===== src/rtl/os_result_drain.sv =====
`default_nettype none
// ============================================================================
// Module   : os_result_drain
// Drain controller for one output-stationary PE column: issues one load pulse
// per tile, then streams the shadow chain out as a valid/ready word stream.
// Optional macro: OS_DRAIN_SAT_EN (signed saturation to OUT_WIDTH, adds out_sat).
// Revision : 1.0
// ============================================================================
module os_result_drain #(
  parameter int ACC_WIDTH = 32,
  parameter int OUT_WIDTH = 16,
  parameter int ROWS      = 4,
  parameter int TILE_ID_W = 8
) (
  input  logic                                    clk,
  input  logic                                    rst,
  input  logic                                    tile_valid,
  output logic                                    tile_ready,
  output logic                                    load_en,
  output logic                                    shift_en,
  input  logic [ACC_WIDTH-1:0]                    acc_shift_in,
  output logic                                    out_valid,
  input  logic                                    out_ready,
  output logic [OUT_WIDTH-1:0]                    out_data,
  output logic [((ROWS > 1) ? $clog2(ROWS) : 1)-1:0] out_row,
  output logic                                    out_last,
  output logic [TILE_ID_W-1:0]                    out_tile_id,
`ifdef OS_DRAIN_SAT_EN
  output logic                                    out_sat,
`endif
  output logic                                    busy
);

  localparam int c_CW = (ROWS > 1) ? $clog2(ROWS) : 1;
  localparam logic [c_CW-1:0] c_LAST = c_CW'(ROWS - 1);

  typedef enum logic [1:0] {
    S_IDLE  = 2'd0,
    S_LOAD  = 2'd1,
    S_DRAIN = 2'd2
  } state_t;

  state_t                 r_state;
  logic [c_CW-1:0]        r_count;
  logic [TILE_ID_W-1:0]   r_tile_id;
  logic                   r_load;
  logic                   r_valid;
  logic                   r_ready;

  logic                   w_last;
  logic [OUT_WIDTH-1:0]   w_conv;
  logic                   w_ovf;
  logic                   w_unused_acc;

  assign w_last = (r_count == c_LAST);

  always_ff @(posedge clk) begin
    if (rst) begin
      r_state   <= S_IDLE;
      r_count   <= '0;
      r_tile_id <= '0;
      r_load    <= 1'b0;
      r_valid   <= 1'b0;
      r_ready   <= 1'b1;
    end else begin
      case (r_state)
        S_IDLE: begin
          if (tile_valid) begin
            r_state <= S_LOAD;
            r_load  <= 1'b1;
            r_ready <= 1'b0;
          end
        end
        S_LOAD: begin
          r_state <= S_DRAIN;
          r_load  <= 1'b0;
          r_valid <= 1'b1;
        end
        S_DRAIN: begin
          if (out_ready) begin
            if (w_last) begin
              r_state   <= S_IDLE;
              r_count   <= '0;
              r_tile_id <= r_tile_id + TILE_ID_W'(1);
              r_valid   <= 1'b0;
              r_ready   <= 1'b1;
            end else begin
              r_count <= r_count + c_CW'(1);
            end
          end
        end
        default: begin
          r_state <= S_IDLE;
          r_count <= '0;
          r_load  <= 1'b0;
          r_valid <= 1'b0;
          r_ready <= 1'b1;
        end
      endcase
    end
  end

  // Reset masks the strobes in its own cycle so no shift is issued once reset is seen.
  assign tile_ready  = r_ready;
  assign load_en     = r_load & ~rst;
  assign out_valid   = r_valid & ~rst;
  assign shift_en    = r_valid & out_ready & ~rst;
  assign out_row     = c_LAST - r_count;
  assign out_last    = out_valid & w_last;
  assign out_tile_id = r_tile_id;
  assign busy        = (r_state != S_IDLE);

  assign w_unused_acc = ^acc_shift_in;

`ifdef OS_DRAIN_SAT_EN
  generate
    if (OUT_WIDTH < ACC_WIDTH) begin : g_sat
      logic [ACC_WIDTH-OUT_WIDTH:0] w_upper;
      assign w_upper = acc_shift_in[ACC_WIDTH-1:OUT_WIDTH-1];
      // In range only when every bit above the OUT_WIDTH sign bit matches it.
      assign w_ovf   = ~((&w_upper) | ~(|w_upper));
      assign w_conv  = ~w_ovf ? acc_shift_in[OUT_WIDTH-1:0] :
                       acc_shift_in[ACC_WIDTH-1] ? {1'b1, {(OUT_WIDTH-1){1'b0}}} :
                                                   {1'b0, {(OUT_WIDTH-1){1'b1}}};
    end else begin : g_pass
      assign w_ovf  = 1'b0;
      assign w_conv = acc_shift_in[OUT_WIDTH-1:0];
    end
  endgenerate
  assign out_sat = out_valid & w_ovf;
`else
  assign w_ovf  = 1'b0;
  assign w_conv = acc_shift_in[OUT_WIDTH-1:0];
`endif

  assign out_data = out_valid ? w_conv : '0;

endmodule
`default_nettype wire


===== config.mk =====
export PLATFORM = sky130hd
export DESIGN_NAME = os_result_drain
export DESIGN_NICKNAME = d
export VERILOG_FILES = /design/src/rtl/os_result_drain.sv
export SDC_FILE = /design/constraint.sdc
export NUM_CORES = 1
export LEC_CHECK = 0
export ABC_AREA = 0
export CORE_MARGIN = 5
export CORE_UTILIZATION = 29
export CTS_CLUSTER_SIZE = 30
export DETAILED_ROUTE_END_ITERATION = 16
export GPL_ROUTABILITY_DRIVEN = 0
export GPL_TIMING_DRIVEN = 1
export MAX_ROUTING_LAYER = met4
export PLACE_DENSITY = 0.76
export SYNTH_ARGS = -nofsm -noshare
export SYNTH_HDL_FRONTEND = slang
export SYNTH_SLANG_ARGS = --single-unit
export TNS_END_PERCENT = 20

===== constraint.sdc =====
create_clock -name clk -period 1.4 [get_ports clk]
set_clock_uncertainty 0.1 [all_clocks]
set_input_delay 0.28 -clock clk [delete_from_list [all_inputs] [get_ports clk]]
set_output_delay 0.28 -clock clk [all_outputs]
set_load 0.02 [all_outputs]

## Word-level counts from Yosys, hierarchy flattened

Index checks and enable logic that the tools add are counted.

- Input port bits: 36
- Logic and storage cells: 51
- Bits in registers: 15
- Output and inout port bits: 32

- Equality and inequality tests: 6
- Reductions and logical operators: 9
- Add/subtract/negate cells: 3
- Bitwise gates (word level): 10
- Muxes and demuxes: 17

Operators by type and width:

| operator | count |
|---|---|
| 16-bit two-way mux | 1 |
| 2-bit two-way mux | 5 |
| 3-bit AND reduction | 3 |
| 8-bit by 1-bit adder with 8-bit output, second input constant | 1 |
| 1-bit two-way mux | 6 |
| 2-bit inequality test, second input constant | 3 |
| 1-bit one-hot mux with 3 select lines | 2 |
| 2-bit one-hot mux with 3 select lines | 1 |
| 1-bit bitwise AND | 5 |
| 1-bit inverter | 5 |
| 2-bit == test, second input constant | 2 |
| 2-bit one-hot mux with 2 select lines | 1 |
| 2-bit AND reduction | 2 |
| 4-bit AND reduction | 1 |
| 2-bit by 1-bit adder with 2-bit output, second input constant | 1 |
| 2-bit by 1-bit == test with 1-bit output, second input constant | 1 |
| 2-bit zero test | 1 |
| 1-bit one-hot mux with 2 select lines | 1 |
| 2-bit nonzero test | 1 |
| 2-bit OR reduction | 1 |
| 2-bit subtractor, first input constant | 1 |

## Depth between registers and ports, before layout

- Word-level depth: 4
- Depth in mapped cells: 4
- Gate-level depth less buffers: 4

## Worst setup path after synthesis

No wires, ideal clock.

- Kind: reg2out
- From: register r_valid
- To: output port out_data[10]
- Cell stages (with the launch flop): 4
- Buffers on the path: 1
- Setup slack: -0.244 ns
- Arrival: 1.264 ns
- Data required time: 1.020 ns
- Cells stage by stage: dfxtp_1 nor2b_1 clkbuf_1 and2_1

- Longest elaborated chain between the ends: 2

Ends and longest elaborated chain:

| element | RTL line | text |
|---|---|---|
| start, declared | 47 | `logic r_valid;` |
| start signal, assigned | 63 | `r_valid <= 1'b0;` |
| start signal, assigned | 77 | `r_valid <= 1'b1;` |
| start signal, assigned | 85 | `r_valid <= 1'b0;` |
| 1-bit bitwise AND | 106 | `assign out_valid = r_valid & ~rst;` |
| named net out_valid | 22 | `output logic out_valid,` |
| 16-bit two-way mux | 136 | `assign out_data = out_valid ? w_conv : '0;` |
| end, declared | 24 | `output logic [OUT_WIDTH-1:0] out_data,` |

The timed path passes the listed nets, and every way through them passes these cells.

## Final worst setup path

- From: register r_valid
- To: output port out_last

- Longest elaborated chain between the ends: 2

Ends and longest elaborated chain:

| element | RTL line | text |
|---|---|---|
| 1-bit bitwise AND | 106 |  |
| 1-bit bitwise AND | 109 | `assign out_last = out_valid & w_last;` |
| end, declared | 26 | `output logic out_last,` |

Every way passes these cells.

==> impl_metrics.yaml <==
outcome:
  status: "complete, but fails checks"
  violations: "negative setup slack"
cts:
  clkLatencyLatePin_ns: 0.29
  cts_root_buf: "clkbuf_4"
  hold_buffers: 0
  cts_tree: "built"
  cts_buffers: 3
  cts_buffer_depth: 2
  clk_pin_slew_ns: 0.09
  h-tree-depth: 1
  clock-sinks: 15
final_layout:
  fill_cells: 230
  final_common_cell: "buf_6"
  area_growth_pct: 102
  drive_gt1_frac: 0.509
  final_cell_mix: "buf_6, buf_4, clkdlybuf4s50_1, and2_4"
  antennaDiodeCount: 0
  finalNonFillerCells: 202
  num-nets-final: 210
timing:
  hold_viol_final: 0
  maxSlewViolCount: 0
  max-slew-margin-rel: 0.824
  rsz0062_at_grt: "yes"
  whs_ns: 0.401
  tightest_slew_ns: 0.262
  fin_crit_ns: 1.63
  fmax_mhz: 614
  fin_crit_sh: 1.16
  tns_ns: -3.90
  fin_ws_ns: -0.230
  setup_viol: 25
routing:
  vias_per_cell: 5.03
  post-route-drc-count: 0
  vias: 1016
  postRouteAntennaNets: 0
  routedWlPerCell_um: 14.6
  drt_iter0_drc: 20
  drt_pass1_iterations: 4
  routed_wl_um: 2960
logic_synthesis:
  yosysWarnings: 0
  synth.net_count: 136
  synth_edf_count: 0
  netlist_top_cells_area: "dfxtp_1, and2_1, a21oi_1, o21ai_0, nand4_1"
  netlist_instances: 98
  ys_seq_area_frac: 0.364
  syn_avg_cell_area_um2: 8.41
  synthFlopType: "dfxtp_1"
  synth_top_cell_by_area: "dfxtp_1"
  syn-cell-area_um2: 825
  synth_top_cell_area_share: 0.364
  ys_seq_elements: 15
  async_flop_share: 0
  synth_cell_types: 28
grt:
  gr-total-overflow: 0
  track_usage: 0.152
  antenna_found_initial: 0
  grt_max_degree: 16
  grt_pass1_wl_um: 4790
  first_global_vias: 1026
placement:
  dp_cells: 194
  detailed_place_hpwl_um: 2310
  port_buffers: 51
min_path:
  hold_start: "out_tile_id[7]$_SDFFE_PP0P_"
  min_path_type: "reg -> reg"
  holdPathEnd: "out_tile_id[7]$_SDFFE_PP0P_"
  whs_path_depth: 2
setup_path:
  cpMostUsedCell: "buf_4"
  cp-start-kind: "flip-flop"
  crit_family: "simple AND/OR/NAND/NOR gates"
  slowest_stage: "dfxtp_2"
  cp.depth: 4
  r2r_end: "out_tile_id[5]$_SDFFE_PP0P_"
  critical_path_buf_inv_count: 2
  crit_path_max_incr_delay_ns: 0.33
  crit_required_ns: 1.02
  critPathCaptureType: "output port"
  crit_chain: "nor2b_4, buf_4, and2_1, buf_4"
  worstPathMaxFanout: 4
  arrival_ns: 1.25
  ff2ff_path_depth: 4
  r2r_setup_slack_ns: -0.12
  r2r-start: "r_count[0]$_SDFFE_PP0P_"
  crit_type: "reg -> out"
power:
  powerDensity_nw_per_um2: 587
  leakage_nw: 0.737
  peakVddDrop_mv: 0.465
die:
  die_x_um: 63.3
  dieArea_um2: 4010
  rows: 19
  die_h_um: 63.3
  ioPinCount: 68
  initial_core_util: 0.302
  coreArea_um2: 2730
run:
  drv_cap: 0
## per-stage QoR
stage	instance area [um2]	worst slack, ns	util	total power (W)
2_1_floorplan	840	-0.00668	-	0.000548
4_1_cts	1550	-0.232	0.568	0.000960
5_1_grt	1660	-0.284	0.608	0.00102
3_3_place_gp	1510	-0.754	0.551	0.000680
6_report	1660	-0.230	0.608	0.000976
3_5_place_dp	1510	-0.817	0.551	0.000687
## sequential cells by signal, indices dropped and copies added (netlist names)
| signal | cells |
|---|---|
| out_tile_id | 8 |
| r_count | 2 |
| r_load | 1 |
| r_state | 2 |
| r_valid | 1 |
| tile_ready | 1 |
## where the power goes
part,internal (W),switching [W]
registers,0.000437,0.00000686
logic,0.000158,0.000113
clock network,0.000111,0.000150
total,0.000706,0.000270
## what timing repair did
| action | 4_1_cts | 5_1_grt |
|---|---|---|
| pin swaps | 13 | 8 |
| gates cloned | 1 | 0 |
| buffers inserted | 1 | 2 |
| setup endpoints to repair | 40 | 34 |
| resized for setup | 152 | 34 |
## kinds of logic after synthesis
group,after synthesis,synth area share
multiplexers,1,0.0121
adder cells (fa/ha/maj),2,0.0303
AO/OA/AOI/OAI,24,0.174
AND/OR/NAND/NOR,47,0.375
buffers and inverters,9,0.0440
flip-flops,15,0.364
## area by class of cell
cell class	instances	area (um2)	share of cell area
Timing Repair Buffer	74	703	0.423
Multi-Input combinational cell	74	563	0.339
Sequential cell	15	315	0.190
Tap cell	31	38.8	0.0233
Clock buffer	4	26.3	0.0158
Inverter	4	15.0	0.00904
## synth_stat cells (all sizes together), types with 3 or more instances
cell type	number
and2	18
dfxtp	15
a21oi	10
o21ai	7
nand4	5
inv	4
nor2	4
or3	4
clkbuf	3
o31ai	3
or4	3
## worst min-delay path: stages, from the launching register on
cell	delay (ns)
dfxtp_1	0.33
o31ai_1	0.06
a21oi_1	0.06
## worst max-delay path by stage
stage | start | slack, ns | end
floorplan | out_tile_id[0]$_SDFFE_PP0P_ | -0.007 | out_tile_id[6]$_SDFFE_PP0P_
finish | r_valid$_SDFFE_PP0P_ | -0.23 | out_last
global route | r_valid$_SDFFE_PP0P_ | -0.28 | out_last
CTS | r_valid$_SDFFE_PP0P_ | -0.23 | out_data[12]
detailed placement | rst | -0.82 | out_data[14]
global placement | rst | -0.75 | out_data[6]
## per-layer routing
| metal | global-route usage | up-vias | part of all wire |
|---|---|---|---|
| met3 | 0.0249 | 5 | 0.044 |
| met4 | 0.0623 | 0 | 0.019 |
| li1 | - | 499 | - |
| met5 | - | - | 0 |
| met2 | 0.282 | 37 | 0.55 |
| met1 | 0.155 | 475 | 0.39 |
No activity file was read; power rests on OpenSTA's default activity.
